--- config.mk ---
export PLATFORM = sky130hd
export DESIGN_NAME = mailbox_owner_ctrl
export DESIGN_NICKNAME = d
export VERILOG_FILES = /design/src/rtl/mailbox_owner_ctrl.sv
export SDC_FILE = /design/constraint.sdc
export NUM_CORES = 1
export LEC_CHECK = 0
export BUFFER_PORTS_ARGS = -buffer_cell sky130_fd_sc_hd__buf_2
export CAP_MARGIN = 20
export CORE_AREA = 2 2 126 67
export DETAILED_ROUTE_END_ITERATION = 7
export DIE_AREA = 0 0 128 69
export GPL_ROUTABILITY_DRIVEN = 0
export PLACE_DENSITY = 0.65
export SLEW_MARGIN = 15
export SYNTH_ARGS = -nofsm -noshare
export SYNTH_HDL_FRONTEND = slang
export SYNTH_SLANG_ARGS = --single-unit
export TNS_END_PERCENT = 20
--- constraint.sdc ---
create_clock -name clk -period 2.88 [get_ports clk]
set_input_delay 0.576 -clock clk [delete_from_list [all_inputs] [get_ports clk]]
set_output_delay 0.576 -clock clk [all_outputs]
set_load 0.05 [all_outputs]
--- src/rtl/mailbox_owner_ctrl.sv ---
// Mailbox ownership controller: arbitrates the shared data queue between three
// ctrl ports with round-robin grants, per-grant access quota and cycle timeout,
// and reports every revoke (with its cause) to the fixed side.
module mailbox_owner_ctrl #(
    parameter int QUOTA_W = 12,
    parameter int TIME_W  = 16
) (
    input  logic               clk,
    input  logic               resetn,
    input  logic [2:0]         req,
    input  logic [2:0]         yield,
    input  logic               access,
    input  logic               force_revoke,
    input  logic [QUOTA_W-1:0] quota_cfg,
    input  logic [TIME_W-1:0]  timeout_cfg,
    output logic               owner_valid,
    output logic [1:0]         owner_id,
    output logic [QUOTA_W-1:0] quota_left,
    output logic [TIME_W-1:0]  time_left,
    output logic [2:0]         irq,
    output logic               irq_fixed,
    output logic [1:0]         revoke_reason
);

    typedef enum logic [1:0] {
        IDLE   = 2'd0,
        ACTIVE = 2'd1,
        REVOKE = 2'd2
    } state_t;

    localparam logic [1:0] REASON_QUOTA   = 2'd0;
    localparam logic [1:0] REASON_TIMEOUT = 2'd1;
    localparam logic [1:0] REASON_YIELD   = 2'd2;
    localparam logic [1:0] REASON_FORCE   = 2'd3;

    state_t     state;
    logic [1:0] last_owner;
    logic       quota_lim;   // quota latched at grant was non-zero
    logic       time_lim;    // timeout latched at grant was non-zero

    logic [1:0] pick0, pick1, pick2;
    logic       grant_found;
    logic [1:0] grant_id;

    // Round-robin search order starts just after the most recent owner.
    always_comb begin
        pick0 = 2'd0;
        pick1 = 2'd1;
        pick2 = 2'd2;
        case (last_owner)
            2'd0: begin pick0 = 2'd1; pick1 = 2'd2; pick2 = 2'd0; end
            2'd1: begin pick0 = 2'd2; pick1 = 2'd0; pick2 = 2'd1; end
            default: begin pick0 = 2'd0; pick1 = 2'd1; pick2 = 2'd2; end
        endcase
        grant_found = 1'b1;
        grant_id    = pick0;
        if (req[pick0])      grant_id = pick0;
        else if (req[pick1]) grant_id = pick1;
        else if (req[pick2]) grant_id = pick2;
        else                 grant_found = 1'b0;
    end

    logic       owner_yield;
    logic       quota_hit;
    logic       time_hit;
    logic       revoke_hit;
    logic [1:0] reason_next;

    // Revoke causes seen by the current owner, resolved force > yield > quota > timeout.
    always_comb begin
        owner_yield = yield[owner_id];
        quota_hit   = access && quota_lim && (quota_left == QUOTA_W'(1));
        time_hit    = time_lim && (time_left == TIME_W'(1));
        revoke_hit  = force_revoke || owner_yield || quota_hit || time_hit;
        if (force_revoke)     reason_next = REASON_FORCE;
        else if (owner_yield) reason_next = REASON_YIELD;
        else if (quota_hit)   reason_next = REASON_QUOTA;
        else                  reason_next = REASON_TIMEOUT;
    end

    // Ownership FSM with registered outputs; irq/irq_fixed are single-cycle pulses.
    always_ff @(posedge clk) begin
        if (!resetn) begin
            state         <= IDLE;
            last_owner    <= 2'd2;
            quota_lim     <= 1'b0;
            time_lim      <= 1'b0;
            owner_valid   <= 1'b0;
            owner_id      <= 2'd0;
            quota_left    <= '0;
            time_left     <= '0;
            irq           <= 3'b000;
            irq_fixed     <= 1'b0;
            revoke_reason <= 2'd0;
        end else begin
            irq       <= 3'b000;
            irq_fixed <= 1'b0;
            case (state)
                IDLE: begin
                    if (grant_found) begin
                        state       <= ACTIVE;
                        owner_valid <= 1'b1;
                        owner_id    <= grant_id;
                        quota_left  <= quota_cfg;
                        time_left   <= timeout_cfg;
                        quota_lim   <= |quota_cfg;
                        time_lim    <= |timeout_cfg;
                        irq         <= 3'b001 << grant_id;
                    end
                end
                ACTIVE: begin
                    if (time_lim && (time_left != '0))
                        time_left <= time_left - TIME_W'(1);
                    if (access && quota_lim && (quota_left != '0))
                        quota_left <= quota_left - QUOTA_W'(1);
                    if (revoke_hit) begin
                        state         <= REVOKE;
                        owner_valid   <= 1'b0;
                        irq_fixed     <= 1'b1;
                        revoke_reason <= reason_next;
                        last_owner    <= owner_id;
                    end
                end
                REVOKE: begin
                    state <= IDLE;
                end
                default: begin
                    state <= IDLE;
                end
            endcase
        end
    end

endmodule

== Word-level counts from Yosys, hierarchy flattened ==
Cells that the tools add are included.
Storage, ports and cells
  bits in registers: 43
  output and inout port bits: 37
Operators by class
  order comparisons: 4
  equality and inequality tests: 8
  mux-type cells: 33
  $add $sub $neg: 2
  shifts and indexed selects: 1
  reductions and logical operators: 23
Operators by type and width (number)
  $mux 16: 2
  $pmux 16 s2: 1
  $mux 12: 2
  $pmux 12 s2: 1
  $eq 16x1->1 const B: 1
  $pmux 2 s2: 4
  $reduce_bool 16->1: 1
  $reduce_or 16->1: 1
  $sub 16x1->16 const B: 1
  $mux 2: 7
  $eq 12x1->1 const B: 1
  $lt 2x3->1 const B: 4
  $reduce_and 3->1: 4
  $reduce_bool 12->1: 1
  $reduce_or 12->1: 1
  $sub 12x1->12 const B: 1
  $mux 1: 11
  $bmux 1 s2: 4
  $ne 2x2->1 const B: 4
  $reduce_and 2->1: 4
  $logic_and 1x1->1: 5
  $eq 2x1->1 const B: 2
  $logic_not 2->1: 2
  $logic_or 1x1->1: 3
  3 further kinds: 3

== Depth between registers and ports, before layout ==
  word-level depth: 9
  depth in mapped cells: 9
  mapped depth without buffers: 7

== Worst setup path before layout ==
No wires, ideal clock.
  path kind: reg2reg
  from: register time_left[4]
  to: register time_left[0]
  path buffers: 3
  cell stages (with the launch flop): 9
  arrival time: 2.437 ns
  slack: 0.369 ns
  setup time: 0.075 ns
  period minus slack after synthesis: 2.511 ns
  required time: 2.805 ns
  cell sequence: dfxtp_1 > or4_1 > clkbuf_2 > or4b_4 > o31ai_4 > buf_6 > buf_8 > nand2_2 > a31oi_2
Between the ends
  cells in the longest elaborated chain, start to end: 4
RTL lines
  from (decl): line 19  | output logic [TIME_W-1:0] time_left,
  from (signal assigned): line 105  | time_left <= timeout_cfg;
  from (signal assigned): line 113  | time_left <= time_left - TIME_W'(1);
  $reduce_bool 16->1: line 112  | if (time_lim && (time_left != '0))
  $logic_and 1x1->1: line 112
  $ne 2x2->1 (no source line)
  $reduce_and 3->1 (no source line)
No other way between the ends.
A chain may end at the register's enable or synchronous reset.

== Worst setup path after layout ==
  from: register time_left[4]
  to: register time_left[1]
The elaborated chain is that of the path after synthesis.

==> flow_summary.yaml <==
run_status:
  status: "completed"
logic_synthesis:
  synth_cell_types: 56
  synth_edf_count: 0
  synthTopCellsByArea: "dfxtp_1 (34%), a21oi_1 (6.3%), nand2_1 (4.8%)"
  synth_warnings: 0
  synthArstFlopShare_pct: 0
  syn_nets: 380
  syn_area_per_cell_sq_um: 7.600
  synth_top_area_share_pct: 33.61
  yosysTopAreaCell: "dfxtp_1"
  synth_seq_cells: 43
  synth_cells: 337
  synth_seq_area_share_pct: 33.61
  ys.flop_type: "dfxtp_1"
  synthesis.area_sq_um: 2561
clock_tree:
  post_cts_resized: 0
  htreeDepth: 2
  cts-root-buf: "clkbuf_16"
  tritoncts: "yes"
  cts_sinks: 43
  path_clk_slew_ns: 0.06
  clk_latency_ns: 0.30
  post_cts_buffers: 0
  cts_made_buffers: 5
  hold_buffers: 0
  clock_path_buffers: 2
place:
  portBuffers: 74
  hpwlAfterDp_mm: 5.953
pwr:
  p_clk_share_pct: 27.9
  p_int_mw: 1.429
  power_mw: 2.501
  seq_power_share_pct: 31.2
  total_leakage_power_nw: 1.356
  p_sw_mw: 1.072
  p_sw_share_pct: 42.86
  max-vdd-ir-drop_uv: 247.2
  power.density_nw_per_um2: 783.1
  p_comb_share_pct: 40.9
die:
  coreArea_sq_um: 7712
  die_w_um: 128
  ios: 75
  dieArea_sq_um: 8832
  die_h_um: 69
  rows: 23
  initial_utilization_pct: 33.21
worst_setup_path:
  crit_family: "simple AND/OR/NAND/NOR gates"
  max_stage_delay_ns: 0.67
  critPathBufInv: 1
  setup.worst_path.end: "time_left[1]"
  cp.arrival_ns: 2.78
  crit_type: "reg -> reg"
  cp.depth: 6
  required_ns: 3.10
  reg2reg_to: "time_left[1]"
  crit_slowest_cell: "or4_1"
  reg2reg_from: "time_left[4]"
  r2r_cells: 6
  r2r_setup_slack_ns: 0.32
  cp-startpoint: "time_left[4]"
  end_kind: "flip-flop"
  cp-start-kind: "flip-flop"
  cp_max_fo: 30
  cp_cell_sequence: "or4_1 > or4b_4 > o31ai_4 > buf_4 > a211oi_1 > a211oi_2"
timing:
  report.final.slew_viol_count: 0
  fin_crit_sh_pct: 88.76
  final_hold_viol_count: 0
  fmax_ghz: 0.3912
  worst_pin_slew_ns: 0.9692
  finalSetupTns_ns: 0
  setup_viol: 0
  fin_skew_ns: 0.008895
  rsz0062_at_grt: "no"
  slew-limit-headroom_pct: 34.89
  layout_min_cycle_time_ns: 2.556
cells_and_area:
  post_route_cells_drive_above_1_share_pct: 26.05
  fin_util_pct: 41.42
  n_fill_cell: 792
  antenna_cells: 0
  area_delta_synth_final_pct: 24.72
  final_nets: 445
route:
  initialDrtViolationCount: 231
  vias: 2848
  vias_per_cell: 5.662
  drtAntennaViolNets: 0
  dr.pass1.iters: 5
  wire_per_inst_um: 16.36
  wirelength_mm: 8.228
  route.detailed.drc: 0
grt:
  overflow: 0
  grt_max_degree: 48
  grt_pass1_vias: 2569
  track_usage_pct: 18.85
  grt_pass1_wl_mm: 13.37
  antenna_found_initial: 0
min_path:
  holdCritPathClass: "reg -> reg"
flow_run:
  max-cap-violations: 0
-- final cells by class --
type	count	area, sq um	area share, %
flip-flops and latches	43	860.8	26.95
well taps	100	125.1	3.917
clock buffers	6	138.9	4.348
multi-input cells	257	1544	48.34
inverters	11	41.29	1.293
repair buffers	84	445.4	13.94
clock inverters	2	38.79	1.214
-- stage by stage --
stage / area, sq um / instances / hold slack [ns] / setup WS, ns
after floorplan: 2561 / 337 / 0.4474 / 0.3685
after global routing: 3194 / 503 / 0.4717 / 0.2462
final: 3194 / 503 / 0.4581 / 0.3237
after global placement: 3017 / 495 / 0.4560 / 0.4171
after CTS: 3194 / 503 / 0.4600 / 0.3510
after detailed placement: 3017 / 495 / 0.4507 / 0.3579
-- tightest hold or removal path: cells and delay by family, from the launching register on --
family	cells	cell delay, ns
DFF	1	0.31
AOI/OAI and AO/OA	1	0.06
and+or+nand+nor	1	0.05
-- power by group through the flow --
stage | Clock, mW | Combinational (mW) | Sequential [mW]
2_1_floorplan | 0 | 0.532 | 1.02
3_3_place_gp | 0 | 0.994 | 0.788
3_5_place_dp | 0 | 1.01 | 0.790
5_1_grt | 0.735 | 1.11 | 0.795
4_1_cts | 0.711 | 1.01 | 0.778
6_report | 0.699 | 1.02 | 0.781
-- cell families (layout without fill, tap and decap cells) --
family	count (synthesis)	count (layout)	synth area share (%)
buffers and inverters	37	103	6.399
AND/OR/NAND/NOR	143	143	28.58
flip-flops	43	43	33.61
AO/OA/AOI/OAI	106	106	27.75
multiplexers	3	3	1.221
adder cells (fa/ha/maj)	5	5	2.443
-- cells in the final DEF, fill, tap and decap left out, drive strengths merged, types with 3 or more instances in the layout --
master	instances
ha	5
o21ai	20
nand2	34
dfxtp	43
a22oi	3
nor3	16
clkbuf	6
or4	4
o31ai	8
nand3	8
a21o	6
a211oi	8
inv	12
o211ai	6
nor2	33
nor2b	5
buf	84
nor4	14
a31oi	3
nand4	5
or3	6
a21oi	32
nand2b	4
o32ai	7
-- flip-flops by register name, indices dropped and copies added (netlist names) --
| name | count |
|---|---|
| irq | 3 |
| irq_fixed | 1 |
| last_owner | 2 |
| owner_id | 2 |
| owner_valid | 1 |
| quota_left | 12 |
| quota_lim | 1 |
| revoke_reason | 2 |
| state | 2 |
| time_left | 16 |
| time_lim | 1 |
-- cell usage after synthesis (2+ instances only) --
master,count
a21oi_1,32
o21bai_1,2
o32ai_1,7
nor3b_1,2
nor4_1,14
and3_1,2
ha_1,5
a22o_1,2
or3_1,6
mux2i_1,2
a211oi_1,7
inv_1,11
a31oi_1,2
a22oi_1,3
or4_1,4
a21o_1,6
o21ai_0,20
o22ai_1,2
nand2_1,33
nor3_1,16
clkbuf_1,20
or3b_2,2
nand3_1,8
nor2b_1,5
o31ai_1,7
o211ai_1,5
nor2_1,33
nand4_1,5
nand2b_1,4
a32oi_1,2
dfxtp_1,43
-- layer usage --
metal,wire length (um),GRT usage [%],up-vias
met5,0,0,-
met4,82,5.006,0
met2,3200,24.48,164
li1,-,-,1377
met3,996,6.988,9
met1,3947,28.48,1298
-- how the worst min path moves through the flow --
stage                        startpoint             to  slack (ns)  cells after the start
after floorplan           last_owner[0]  last_owner[0]        0.45                      2
final                       owner_valid    owner_valid        0.46                      2
after detailed placement    owner_valid    owner_valid        0.45                      2
after global routing        owner_valid    owner_valid        0.47                      2
after CTS                   owner_valid    owner_valid        0.46                      2
after global placement      owner_valid    owner_valid        0.46                      2
No activity file was read; power rests on OpenSTA's default activity.
